--- src/rtl/mem_stream_reader_pkg.sv ---
// mem_stream_reader_pkg
//   Shared definitions for the memory stream reader slice.
//   Contents:
//     state_t                  2-bit sequencer state encoding
//     ST_IDLE/RUN/DRAIN/FINISH sequencer states (legacy-compatible constants)
package mem_stream_reader_pkg;

    typedef logic [1:0] state_t;

    localparam logic [1:0] ST_IDLE   = 2'd0;
    localparam logic [1:0] ST_RUN    = 2'd1;
    localparam logic [1:0] ST_DRAIN  = 2'd2;
    localparam logic [1:0] ST_FINISH = 2'd3;

endpackage

--- src/rtl/mem_stream_reader_if.sv ---
// mem_stream_reader_if
//   Bundles the control, memory-side and stream-side signals of the reader.
//   Signals:
//     start, base_addr, length   transfer request (sampled when idle)
//     busy, done                 transfer status
//     mem_addr, mem_q            synchronous-read memory port (1-cycle latency)
//     out_data, out_valid,
//     out_ready, out_last        valid/ready output stream
//   Modports:
//     master   the reader itself
//     slave    the surrounding environment (requester, memory, consumer)
interface mem_stream_reader_if #(
    parameter int WIDTH = 8,
    parameter int DEPTH = 64
);
    localparam int ADDR_W = $clog2(DEPTH);
    localparam int LEN_W  = ADDR_W + 1;

    logic              start;
    logic [ADDR_W-1:0] base_addr;
    logic [LEN_W-1:0]  length;
    logic              busy;
    logic              done;
    logic [ADDR_W-1:0] mem_addr;
    logic [WIDTH-1:0]  mem_q;
    logic [WIDTH-1:0]  out_data;
    logic              out_valid;
    logic              out_ready;
    logic              out_last;

    modport master (
        input  start, base_addr, length, mem_q, out_ready,
        output busy, done, mem_addr, out_data, out_valid, out_last
    );

    modport slave (
        output start, base_addr, length, mem_q, out_ready,
        input  busy, done, mem_addr, out_data, out_valid, out_last
    );

endinterface

--- src/rtl/mem_stream_reader_fifo_skid2.sv ---
// fifo_skid2
//   Two-entry register FIFO holding {last, data}. Absorbs the words that are
//   already in flight from the memory when the stream consumer stalls.
//   Simultaneous push and pop is legal when empty or full.
//   Ports:
//     clock, rst_n         clock, asynchronous active-low reset
//     push_i, pushData_i,
//     pushLast_i           write one entry
//     pop_i                remove head entry (ignored when empty)
//     data_o, last_o       head entry
//     count_o              number of stored entries (0..2)
module fifo_skid2 #(
    parameter int WIDTH = 8
) (
    input  logic             clock,
    input  logic             rst_n,
    input  logic             push_i,
    input  logic [WIDTH-1:0] pushData_i,
    input  logic             pushLast_i,
    input  logic             pop_i,
    output logic [WIDTH-1:0] data_o,
    output logic             last_o,
    output logic [1:0]       count_o
);

    logic [WIDTH:0] ent0_q, ent0_d;
    logic [WIDTH:0] ent1_q, ent1_d;
    logic [1:0]     count_q, count_d;
    logic           doPop;
    logic [1:0]     slot;

    // Pop shifts entry 1 into the head; a push then lands in the first free
    // slot after that shift, so push+pop on a full FIFO keeps order intact.
    always_comb begin
        ent0_d  = ent0_q;
        ent1_d  = ent1_q;
        count_d = count_q;
        doPop   = pop_i && (count_q != 2'd0);
        slot    = count_q;
        if (doPop) begin
            ent0_d  = ent1_q;
            count_d = count_q - 2'd1;
            slot    = count_q - 2'd1;
        end
        if (push_i) begin
            if (slot == 2'd0) begin
                ent0_d = {pushLast_i, pushData_i};
            end else begin
                ent1_d = {pushLast_i, pushData_i};
            end
            count_d = count_d + 2'd1;
        end
    end

    always_ff @(posedge clock or negedge rst_n) begin
        if (!rst_n) begin
            ent0_q  <= '0;
            ent1_q  <= '0;
            count_q <= 2'd0;
        end else begin
            ent0_q  <= ent0_d;
            ent1_q  <= ent1_d;
            count_q <= count_d;
        end
    end

    // The issue rule upstream guarantees a free slot for every in-flight word.
    always_ff @(posedge clock) begin
        if (rst_n) begin
            assert (!(push_i && !doPop && count_q == 2'd2));
        end
    end

    assign data_o  = ent0_q[WIDTH-1:0];
    assign last_o  = ent0_q[WIDTH];
    assign count_o = count_q;

endmodule

--- src/rtl/mem_stream_reader.sv ---
// mem_stream_reader
//   Read-side sequencer for a synchronous-read memory port. On start it walks
//   length consecutive addresses from base_addr (wrapping at DEPTH), absorbs the
//   one-cycle read latency in a 2-entry skid FIFO and presents the words on a
//   valid/ready stream with full backpressure. Never writes the memory.
//   Ports:
//     clock   single clock, all logic on posedge
//     rst_n   asynchronous active-low reset
//     bus     mem_stream_reader_if.master (request, status, memory, stream)
module mem_stream_reader
    import mem_stream_reader_pkg::*;
#(
    parameter int WIDTH = 8,
    parameter int DEPTH = 64
) (
    input logic                 clock,
    input logic                 rst_n,
    mem_stream_reader_if.master bus
);

    localparam int ADDR_W = $clog2(DEPTH);
    localparam int LEN_W  = ADDR_W + 1;

    state_t            state_q, state_d;
    logic [ADDR_W-1:0] addr_q, addr_d;
    logic [LEN_W-1:0]  issueRem_q, issueRem_d;
    logic              inflight_q;
    logic              inflightLast_q;
    logic              issue;
    logic              handshake;
    logic              fifoValid;
    logic              headLast;
    logic [1:0]        fifoCount;
    logic [WIDTH-1:0]  headData;
    logic [ADDR_W-1:0] nextAddr;

    // Explicit wrap compare so non-power-of-two depths work.
    assign nextAddr = (addr_q == ADDR_W'(DEPTH - 1)) ? '0 : addr_q + ADDR_W'(1);

    assign fifoValid = (fifoCount != 2'd0);
    assign handshake = fifoValid && bus.out_ready;

    // Only issue when the word that comes back has a guaranteed FIFO slot:
    // either the FIFO plus the in-flight word leave room, or a word leaves
    // the FIFO this very cycle.
    assign issue = (state_q == ST_RUN) &&
                   ((({1'b0, fifoCount} + {2'b00, inflight_q}) < 3'd2) || handshake);

    // Sequencer: load the request when idle, step through addresses while
    // running, wait for the tagged last word to leave, then pulse done.
    // The address is not advanced on the final issue so mem_addr rests on
    // the last address read.
    always_comb begin
        state_d    = state_q;
        addr_d     = addr_q;
        issueRem_d = issueRem_q;
        case (state_q)
            ST_IDLE: begin
                if (bus.start) begin
                    addr_d     = bus.base_addr;
                    issueRem_d = bus.length;
                    state_d    = (bus.length == '0) ? ST_FINISH : ST_RUN;
                end
            end
            ST_RUN: begin
                if (issue) begin
                    issueRem_d = issueRem_q - LEN_W'(1);
                    if (issueRem_q == LEN_W'(1)) begin
                        state_d = ST_DRAIN;
                    end else begin
                        addr_d = nextAddr;
                    end
                end
            end
            ST_DRAIN: begin
                if (handshake && headLast) begin
                    state_d = ST_FINISH;
                end
            end
            default: begin
                state_d = ST_IDLE;
            end
        endcase
    end

    // State, address and remaining-count registers, plus the in-flight flag
    // that marks mem_q as valid (and possibly last) in the following cycle.
    always_ff @(posedge clock or negedge rst_n) begin
        if (!rst_n) begin
            state_q        <= ST_IDLE;
            addr_q         <= '0;
            issueRem_q     <= '0;
            inflight_q     <= 1'b0;
            inflightLast_q <= 1'b0;
        end else begin
            state_q        <= state_d;
            addr_q         <= addr_d;
            issueRem_q     <= issueRem_d;
            inflight_q     <= issue;
            inflightLast_q <= issue && (issueRem_q == LEN_W'(1));
        end
    end

    fifo_skid2 #(
        .WIDTH (WIDTH)
    ) u_fifo (
        .clock      (clock),
        .rst_n      (rst_n),
        .push_i     (inflight_q),
        .pushData_i (bus.mem_q),
        .pushLast_i (inflightLast_q),
        .pop_i      (handshake),
        .data_o     (headData),
        .last_o     (headLast),
        .count_o    (fifoCount)
    );

    assign bus.mem_addr  = addr_q;
    assign bus.busy      = (state_q != ST_IDLE);
    assign bus.done      = (state_q == ST_FINISH);
    assign bus.out_valid = fifoValid;
    assign bus.out_data  = headData;
    assign bus.out_last  = fifoValid && headLast;

endmodule

--- src/flat_wrapper.sv ---
// flat-port wrapper written by rule: the top's interface ports become plain ports
module mem_stream_reader_flat import mem_stream_reader_pkg::*;
#(
    parameter int WIDTH = 8,
    parameter int DEPTH = 64
)
  (clock, rst_n, bus_start, bus_base_addr, bus_length, bus_mem_q, bus_out_ready, bus_busy, bus_done, bus_mem_addr, bus_out_data, bus_out_valid, bus_out_last);
  mem_stream_reader_if #(.WIDTH(WIDTH), .DEPTH(DEPTH)) bus_i ();
  input logic clock;
  input logic rst_n;
  input wire logic [$bits(bus_i.start)-1:0] bus_start;
  input wire logic [$bits(bus_i.base_addr)-1:0] bus_base_addr;
  input wire logic [$bits(bus_i.length)-1:0] bus_length;
  input wire logic [$bits(bus_i.mem_q)-1:0] bus_mem_q;
  input wire logic [$bits(bus_i.out_ready)-1:0] bus_out_ready;
  output wire logic [$bits(bus_i.busy)-1:0] bus_busy;
  output wire logic [$bits(bus_i.done)-1:0] bus_done;
  output wire logic [$bits(bus_i.mem_addr)-1:0] bus_mem_addr;
  output wire logic [$bits(bus_i.out_data)-1:0] bus_out_data;
  output wire logic [$bits(bus_i.out_valid)-1:0] bus_out_valid;
  output wire logic [$bits(bus_i.out_last)-1:0] bus_out_last;
  assign bus_i.start = bus_start;
  assign bus_i.base_addr = bus_base_addr;
  assign bus_i.length = bus_length;
  assign bus_i.mem_q = bus_mem_q;
  assign bus_i.out_ready = bus_out_ready;
  assign bus_busy = bus_i.busy;
  assign bus_done = bus_i.done;
  assign bus_mem_addr = bus_i.mem_addr;
  assign bus_out_data = bus_i.out_data;
  assign bus_out_valid = bus_i.out_valid;
  assign bus_out_last = bus_i.out_last;
  mem_stream_reader #(.WIDTH(WIDTH), .DEPTH(DEPTH)) u_core (.clock(clock), .rst_n(rst_n), .bus(bus_i));
endmodule
--- config.mk ---
export PLATFORM = sky130hd
export DESIGN_NAME = mem_stream_reader_flat
export DESIGN_NICKNAME = d
export VERILOG_FILES = /design/src/rtl/mem_stream_reader_pkg.sv /design/src/rtl/mem_stream_reader_if.sv /design/src/rtl/mem_stream_reader_fifo_skid2.sv /design/src/rtl/mem_stream_reader.sv /design/src/flat_wrapper.sv
export SDC_FILE = /design/constraint.sdc
export NUM_CORES = 1
export LEC_CHECK = 0
export CORE_ASPECT_RATIO = 0.7
export CORE_UTILIZATION = 45
export DETAILED_ROUTE_END_ITERATION = 8
export GPL_TIMING_DRIVEN = 0
export PLACE_DENSITY = 0.69
export SLEW_MARGIN = 10
export SYNTH_ARGS = -nofsm -noshare
export SYNTH_HDL_FRONTEND = slang
export SYNTH_HIERARCHICAL = 1
export SYNTH_SLANG_ARGS = --single-unit
--- constraint.sdc ---
create_clock -name clock -period 2.2 [get_ports clock]
set_input_delay 0.44 -clock clock [delete_from_list [all_inputs] [get_ports clock]]
set_output_delay 0.44 -clock clock [all_outputs]
set_load 0.01 [all_outputs]
==> impl_metrics.csv <==
group,metric,value,unit
outcome,status,"completed",
critical_path,rrSetupSlack,0.10,ns
critical_path,cp_data_required_time,2.37,ns
detailed_routing,vias,1710,
critical_path,worst_setup_path_end_kind,"register",
detailed_routing,wl_per_cell,13.97,µm
grt,antenna_found_initial,0,
grt,grt_usage,0.1899,
sta,drv_slew,0,
synth,yosys_warnings,6,
cells_and_area,design_area,2877,µm²
synth,syn_nets,235,
synth,synth-seq-cells,37,
critical_path,start_kind,"register",
synth,async_reset_ff_frac,1.000,
critical_path,worstReg2RegStart,"u_core/u_fifo/count_o[0]",
sta,rsz0062_at_grt,"no",
sta,period_share,0.9538,
detailed_routing,firstDrtPassIters,4,
cells_and_area,final_cell_mix,"39 x clkdlybuf4s50_1, 37 x dfrtp_1, 18 x nand2_1",
synth,synthAdderAreaFrac,0.05656,
sta,hold_viol_final,0,
detailed_routing,ant_nets,0,
placement,gp_congestion,0.7945,
grt,grt_pass1_wl,7617,µm
power,p_per_area,1538,nW/µm²
power,ir_drop,0.7629,mV
detailed_routing,drtIter0Drc,135,
critical_path,cp_max_fo,10,
cts,cts_tree,"built",
cts,clkTransAtPathRegs,0.08,ns
sta,worst_slew_pin_slew,0.6685,ns
synth,netlist_instances,200,
sta,post-route-min-period,2.098,ns
critical_path,r2r_cells,9,
cts,clock_path_buffers,2,
detailed_routing,wl,4470,µm
floorplanning,core-area,4529,µm²
sta,finalWorstSetupSlack,0.1017,ns
sta,relSlewSlack,0.5543,
critical_path,r2r_end,"u_core/u_fifo/ent1_q[2]",
floorplanning,fp.dieW,85.80,µm
synth,synth_top_family_by_area,"compound AO/OA/AOI/OAI gates",
floorplanning,initial_core_util,0.4884,
critical_path,slowest_stage,"dfrtp_1",
floorplanning,dieArea,5205,µm²
critical_path,critPathBufInv,3,
synth,synth_mux_area_frac,0.1324,
synth,synth-simple-area-share,0.1301,
cells_and_area,nets,288,
synth,synth-edff-count,0,
run,max-cap-violations,0,
floorplanning,die_h,60.66,µm
sta,clock-skew-final,0.01022,ns
grt,gr-total-overflow,0,
cts,cts_sinks,37,
placement,detailed_place_hpwl,3312,µm
sta,timing.fmax,476.6,MHz
cells_and_area,diodes,0,
floorplanning,num_rows,20,
floorplanning,ios,43,
cells_and_area,fillers,384,
critical_path,path_delay_family,"adder cells",
sta,finalSetupViolations,0,
synth,synth_compound_area_frac,0.1821,
detailed_routing,viasPerCell,5.344,
synth,syn_area,2212,µm²
cells_and_area,drive_above_1_share,0.2008,
critical_path,worst-path-stages,9,
placement,dpl-instance-area,2730,µm²
cts,cts_buffers,5,
placement,post-place-ws,-0.3824,ns
critical_path,path_class,"reg2reg",
critical_path,cp.arrival,2.26,ns
power,power.leakage,1.271,nW
cts,cts_root_buf,"clkbuf_8",
synth,yosysSeqAreaShare,0.4186,
hold_path,hold_path.class,"in2async",
critical_path,cpPeakStageDelay,0.40,ns
critical_path,crit_top_cell,"ha_1",
detailed_routing,drc,0,
placement,io_buffers,42,
critical_path,cp_cell_sequence,"inv_2 > ha_1 > nand2b_4 > buf_6 > xnor2_4 > ha_1 > nor2b_4 > buf_12 > mux2_4",
grt,grt_max_degree,36,
cts,clock_insertion_delay_worst_skew,0.29,ns
cells_and_area,final_common_cell,"clkdlybuf4s50_1",
cts,htree_levels,2,
synth,yosysUniqueCellTypes,55,
synth,synth_xor_area_frac,0.01640,
synth,synth_ff_type,"dfrtp_1",
grt,grt_pass1_vias,1652,
synth,syn_area_per_cell,11.06,µm²
cells_and_area,syn_to_final_growth,30.03,%
-- synthesized netlist by cell type (2+ instances only) --
library cell / instances / area [µm²]
nand2b_1: 3 / 18.77
o22a_1: 2 / 17.52
dfrtp_1: 37 / 925.9
o2bb2ai_1: 3 / 26.28
buf_2: 2 / 10.01
a41oi_1: 2 / 17.52
clkbuf_1: 2 / 7.510
nand2_1: 18 / 67.56
buf_12: 3 / 60.06
o21a_1: 4 / 30.03
nand3_1: 4 / 20.02
o21ai_0: 5 / 25.02
a31oi_1: 5 / 31.28
mux2_4: 10 / 150.1
a21oi_1: 5 / 25.02
inv_1: 11 / 41.29
ha_1: 10 / 125.1
nor3_1: 2 / 10.01
o21ai_2: 9 / 78.83
nor2_1: 11 / 41.29
o211ai_1: 3 / 22.52
nor3b_1: 2 / 15.01
and3_1: 3 / 18.77
mux2i_1: 12 / 120.1
o2111ai_1: 2 / 17.52
-- worst register-to-register path: cells and delay by family, from the launching register on --
family,cells,cell delay [ns]
fa+ha+maj,2,0.44
simple gates,2,0.28
xor+xnor,1,0.14
flops,1,0.40
buf+inv,3,0.39
mux,1,0.31
-- worst max path at each step --
stage / to / slack, ns / start
finish: u_core/u_fifo/ent1_q[2] / 0.10 / u_core/u_fifo/count_o[0]
global placement: u_core/u_fifo/ent1_q[6] / -0.37 / bus_out_ready
floorplan: u_core/u_fifo/ent1_q[0] / 0.22 / u_core/u_fifo/count_o[0]
CTS: bus_busy / 0.04 / u_core/state_q[0]
detailed placement: u_core/u_fifo/ent1_q[3] / -0.38 / bus_out_ready
global route: u_core/u_fifo/ent0_q[6] / 0.006 / u_core/u_fifo/count_o[0]
-- flip-flops by register name, summed over array words and instances (netlist names) --
| register | cells |
|---|---|
| u_core/u_fifo/ent0_q | 9 |
| u_core/inflightLast_q | 1 |
| u_core/issueRem_q | 7 |
| u_core/bus.mem_addr | 6 |
| u_core/u_fifo/ent1_q | 9 |
| u_core/state_q | 2 |
| u_core/inflight_q | 1 |
| u_core/u_fifo/count_o | 2 |
-- stage by stage --
stage	power, mW	setup TNS (ns)	hold slack, ns	cells	utilization
floorplan	3.051	0	0.1444	200	-
global placement	3.752	-14.16	0.4696	308	0.5994
detailed placement	3.799	-6.689	0.2496	309	0.6028
CTS	4.431	0	0.4754	318	0.6312
global route	4.766	0	0.4909	320	0.6351
finish	4.424	0	0.4864	320	0.6351
-- routing by layer --
layer | vias up | track usage | share of wire
li1 | 836 | - | -
met1 | 831 | 0.2817 | 0.52
met2 | 41 | 0.2903 | 0.43
met3 | 2 | 0.04218 | 0.045
met4 | 0 | 0.03571 | 0.0027
met5 | - | 0 | 0
-- cell type report --
cell class | instances | area [µm²] | area share
multi-input combinational | 142 | 1145 | 0.3980
sequential | 37 | 925.9 | 0.3219
timing repair buffer | 46 | 461.7 | 0.1605
buffer | 9 | 96.34 | 0.03349
clock buffer | 6 | 82.58 | 0.02871
tap | 66 | 82.58 | 0.02871
inverter | 12 | 45.04 | 0.01566
clock inverter | 2 | 37.54 | 0.01305
-- timing repair --
action / in CTS / in global routing
hold endpoints to repair: 2 / 0
hold buffers: 1 / 0
buffers inserted: 0 / 2
endpoints found under the setup margin: 18 / 19
resized for setup: 1 / 1
-- logic make-up after synthesis --
kind of cell | count (synthesis)
AO/OA/AOI/OAI | 53
AND/OR/NAND/NOR | 53
flip-flops | 37
multiplexers | 24
buffers and inverters | 21
adder cells (fa/ha/maj) | 10
XOR/XNOR | 2
-- power by group --
part | total, mW | internal (mW) | switching (mW)
registers | 1.31 | 1.02 | 0.295
logic | 2.50 | 1.35 | 1.15
clock network | 0.610 | 0.369 | 0.242
total | 4.42 | 2.74 | 1.69
No activity file was read; power rests on OpenSTA's default activity.
